[src/rtl/truth_table_sweeper.sv]
// truth_table_sweeper: steps a 4-input logic stage through all 16 input
// vectors. Each vector is held for a programmable settle time, the returned
// F1/F2 are sampled, and two 16-bit truth-table maps with ones-counts are built.
// A one-cycle done pulse marks the results as valid.
module truth_table_sweeper #(
  parameter int SETTLE_CYCLES = 1  // legal range 1..15
) (
  input  logic        clk,
  input  logic        rst_n,
  input  logic        start,
  input  logic        F1_in,
  input  logic        F2_in,
  output logic        A,
  output logic        B,
  output logic        C,
  output logic        D,
  output logic        busy,
  output logic        done,
  output logic [15:0] f1_map,
  output logic [15:0] f2_map,
  output logic [4:0]  ones_f1,
  output logic [4:0]  ones_f2
);

  typedef enum logic [1:0] {
    IDLE   = 2'd0,
    SETTLE = 2'd1,
    SAMPLE = 2'd2,
    DONE   = 2'd3
  } state_t;

  // Wait-counter reload: SETTLE runs for wait values RELOAD down to 0.
  localparam logic [3:0] RELOAD = 4'(SETTLE_CYCLES - 1);

  state_t     state;
  logic [3:0] index;
  logic [3:0] wait_cnt;

  // The stimulus is the index register itself, so it only changes at clock
  // edges and cannot glitch.
  assign {A, B, C, D} = index;

  // Sweep sequencer: state, index, settle timing, map capture and counts.
  always_ff @(posedge clk or negedge rst_n) begin
    if (!rst_n) begin
      state    <= IDLE;
      index    <= 4'd0;
      wait_cnt <= 4'd0;
      busy     <= 1'b0;
      done     <= 1'b0;
      f1_map   <= 16'h0000;
      f2_map   <= 16'h0000;
      ones_f1  <= 5'd0;
      ones_f2  <= 5'd0;
    end else begin
      // done is high only for the single cycle spent in DONE.
      done <= 1'b0;
      case (state)
        IDLE: begin
          if (start) begin
            state    <= SETTLE;
            index    <= 4'd0;
            wait_cnt <= RELOAD;
            busy     <= 1'b1;
            f1_map   <= 16'h0000;
            f2_map   <= 16'h0000;
            ones_f1  <= 5'd0;
            ones_f2  <= 5'd0;
          end
        end
        SETTLE: begin
          if (wait_cnt != 4'd0) begin
            wait_cnt <= wait_cnt - 4'd1;
          end else begin
            state <= SAMPLE;
          end
        end
        SAMPLE: begin
          // Capture happens only here; F_in activity during SETTLE is ignored.
          f1_map[index] <= F1_in;
          f2_map[index] <= F2_in;
          // Counts track the maps incrementally; each index is written once
          // per sweep after a clear, so they always equal the map popcounts.
          ones_f1 <= ones_f1 + {4'd0, F1_in};
          ones_f2 <= ones_f2 + {4'd0, F2_in};
          if (index != 4'd15) begin
            index    <= index + 4'd1;
            wait_cnt <= RELOAD;
            state    <= SETTLE;
          end else begin
            // Last vector: index stays at 15 for the DONE cycle.
            state <= DONE;
            busy  <= 1'b0;
            done  <= 1'b1;
          end
        end
        DONE: begin
          state <= IDLE;
          index <= 4'd0;
        end
        default: begin
          state <= IDLE;
          index <= 4'd0;
        end
      endcase
    end
  end

endmodule
[config.mk]
export PLATFORM = sky130hd
export DESIGN_NAME = truth_table_sweeper
export DESIGN_NICKNAME = d
export VERILOG_FILES = /design/src/rtl/truth_table_sweeper.sv
export SDC_FILE = /design/constraint.sdc
export NUM_CORES = 1
export LEC_CHECK = 0
export ABC_AREA = 1
export CAP_MARGIN = 20
export CELL_PAD_IN_SITES_DETAIL_PLACEMENT = 1
export CELL_PAD_IN_SITES_GLOBAL_PLACEMENT = 2
export CORE_ASPECT_RATIO = 0.8
export CORE_MARGIN = 1
export CORE_UTILIZATION = 32
export CTS_CLUSTER_DIAMETER = 50
export DETAILED_ROUTE_END_ITERATION = 8
export PLACE_DENSITY = 0.85
export SLEW_MARGIN = 30
export SYNTH_ARGS = -nofsm -noshare
export SYNTH_HDL_FRONTEND = slang
export SYNTH_SLANG_ARGS = --single-unit
[constraint.sdc]
create_clock -name clk -period 2.1 [get_ports clk]
set_clock_uncertainty 0.1 [all_clocks]
set_input_delay 0.315 -clock clk [delete_from_list [all_inputs] [get_ports clk]]
set_output_delay 0.315 -clock clk [all_outputs]
set_load 0.05 [all_outputs]
==> flow_metrics.py <==
metrics = {
    "run_status": {
        "outcome": "completed",
    },
    "cts": {
        "htreeDepth": 2,
        "clk_path_buf_depth": 2,
        "clk_latency_ns": 0.31,
        "root_buffer": "clkbuf_8",
        "numCtsBuffers": 5,
        "cts_tree": "yes",
        "cts_setup_buffers": 0,
        "cts.sinks": 54,
        "clk_pin_slew_worst_paths_ns": 0.11,
    },
    "synth": {
        "syn_nets": 340,
        "synth_area_leaders": "dfrtp_1 (51%), nand2_1 (17%), nand3_1 (6.1%)",
        "syn_inst": 326,
        "synth_cell_types": 23,
        "yosysSeqAreaShare_pct": 51.4,
        "syn_area_sq_um": 2630,
        "synth-warning-count": 0,
        "synth-seq-cells": 54,
        "yosysTopAreaCellShare_pct": 51.4,
        "yosysTopAreaCell": "dfrtp_1",
        "syn_avg_cell_area_sq_um": 8.07,
    },
    "run": {
        "maxCapViolations": 0,
    },
    "placement": {
        "dpl_cell_area_sq_um": 3260,
        "portBuffers": 52,
        "pre_cts_ws_ns": 0.223,
        "dp_hpwl_um": 5020,
        "dp.cells": 481,
        "gp_congestion": 0.718,
    },
    "power_and_ir_drop": {
        "p_comb_share_pct": 39.6,
        "ir_drop_uv": 383,
        "p_leak_uw": 0.00170,
        "p_sw_share_pct": 42.6,
        "seq_power_share_pct": 38.2,
        "p_int_uw": 1880,
        "power_frac_clock_pct": 22.1,
        "p_sw_uw": 1390,
        "powerDensity_nw_per_um2": 965,
    },
    "hold_path": {
        "hold_depth": 2,
        "hold_start": "busy",
        "hold_path_end": "busy",
        "hold_class": "reg -> reg",
    },
    "setup_path": {
        "crit_family": "buffers and inverters",
        "worstPathRequired_ns": 1.68,
        "path_buf_inv": 1,
        "crit_start": "ones_f2[2]",
        "reg2reg_from": "index[1]",
        "cp-start-kind": "register",
        "slowest_stage": "clkdlybuf4s50_1",
        "end_kind": "output port",
        "critPathMaxFanout": 5,
        "worstSetupPathType": "reg -> out",
        "rr_endpoint": "index[3]",
        "critPathMaxStageDelay_ns": 0.83,
        "ff2ff_path_depth": 7,
        "crit_arrival_ns": 1.59,
        "path_cells": "clkdlybuf4s50_1",
        "r2r_slack_ns": 0.32,
    },
    "timing": {
        "post-route-period-util_pct": 95.3,
        "setup_tns_ns": 0,
        "whs_ns": 0.379,
        "tightest_slew_ns": 0.514,
        "setup_viol": 0,
        "finalHoldViolations": 0,
        "rsz0062_at_grt": "false",
        "min_period_ns": 2.00,
        "max_freq_ghz": 0.500,
        "maxSlewHeadroom_pct": 65.6,
        "setup_ws_ns": 0.0987,
        "drv_slew": 0,
    },
    "drt": {
        "drt_iter0_drc": 82,
        "antenna_left": 0,
        "routed_wl_um": 6970,
        "vias": 2331,
        "viasPerCell": 4.76,
        "highest_layer": "met4",
        "met3_length_um": 176,
        "drc": 0,
        "first_pass_iters": 4,
        "met2_length_um": 3230,
        "wl_met1_um": 3530,
        "drt-wirelength-per-cell_um": 14.2,
    },
    "floorplan": {
        "pin_count": 53,
        "dieWidth_um": 103,
        "dieArea_sq_um": 8590,
        "die_y_um": 83.1,
        "initial_core_util_pct": 33.1,
        "coreArea_sq_um": 7950,
        "row_count": 29,
    },
    "cells_and_area": {
        "insertedDiodeCount": 0,
        "final_cell_mix": "nand2_1 (118), dfrtp_1 (54), clkdlybuf4s50_1 (47), nand3_1 (32), o21ai_0 (32)",
        "drive_gt1_share_pct": 6.28,
        "final_common_cell": "nand2_1",
        "finish.instance_area_sq_um": 3390,
        "layout.nets": 395,
        "area_delta_synth_final_pct": 28.8,
        "fin_cells": 490,
        "num-fill-cells": 956,
    },
    "global_route": {
        "grt_pass1_vias": 2398,
        "grt_pass1_wl_um": 12000,
        "grt_antenna_before_repair": 0,
        "grt_usage_pct": 18.0,
        "grt_max_degree": 55,
        "overflow": 0,
    },
}
[stage by stage]
| step | power [uW] | utilization [%] |
|---|---|---|
| CTS | 3340 | 42.6 |
| detailed placement | 2590 | 41.0 |
| floorplan | 2210 | - |
| global placement | 2560 | 41.0 |
| finish | 3270 | 42.7 |
| global route | 3520 | 42.7 |
[power groups by stage]
stage	Combinational, uW	Clock, uW	Sequential (uW)
6_report	1300	724	1250
3_5_place_dp	1320	0	1270
3_3_place_gp	1290	0	1270
5_1_grt	1450	796	1270
4_1_cts	1320	761	1250
2_1_floorplan	766	0	1450
[routing by layer]
layer	global-route usage (%)	vias to the layer above
met5	0	-
met4	3.84	0
met3	3.20	4
met2	27.8	30
met1	26.2	1146
li1	-	1151
[area by class of cell]
| cell class | count | area, sq um | area share, % |
|---|---|---|---|
| sequential | 54 | 1350 | 39.9 |
| multi-input combinational | 240 | 1130 | 33.3 |
| timing repair buffer | 58 | 581 | 17.1 |
| tap | 108 | 135 | 3.99 |
| inverter | 22 | 82.6 | 2.44 |
| clock buffer | 5 | 68.8 | 2.03 |
| clock inverter | 3 | 43.8 | 1.29 |
[cells in the mapped netlist]
library cell  number
nor3_1             4
ha_1               9
nand2_4            1
nand4_1            1
nand3_1           32
nor2_1            25
xnor2_1            1
a21oi_1            7
nand2_2            2
o21ai_2            1
o21ai_1            1
nor2_2             1
a22o_1             3
buf_6              3
buf_2              5
inv_2              4
xor2_1             2
o21ai_0           32
clkbuf_1           1
buf_4              1
dfrtp_1           54
nand2_1          118
inv_1             18
[registers in the layout (all words and copies together) (netlist names)]
name	count
f1_map	16
f2_map	16
ones_f1	5
ones_f2	5
index	4
wait_cnt	4
state	2
busy	1
done	1
[worst max-delay path by stage]
stage	endpoint	slack, ns	cells after the start
global route	ones_f2[2]	0.01	1
detailed placement	f1_map[13]	0.22	6
floorplan	index[1]	0.38	7
finish	ones_f2[2]	0.1	1
global placement	f1_map[14]	0.27	6
CTS	D	0.03	1
[cells by family (layout without fill, tap and decap cells)]
family                   after synthesis  in the layout  share of synthesized area (%)
buffers and inverters                 32             88                           5.80
XOR/XNOR                               3              3                          0.999
adder cells (fa/ha/maj)                9              9                           4.28
AND/OR/NAND/NOR                      184            184                           28.6
flip-flops                            54             54                           51.4
AO/OA/AOI/OAI                         44             44                           8.94
[what timing repair did]
action	CTS	global route
setup endpoints to repair	0	3
resized for setup	0	3
endpoints found under the hold margin	54	0
hold buffers	1	0
Note: power is estimated with default switching activity, not from simulation.
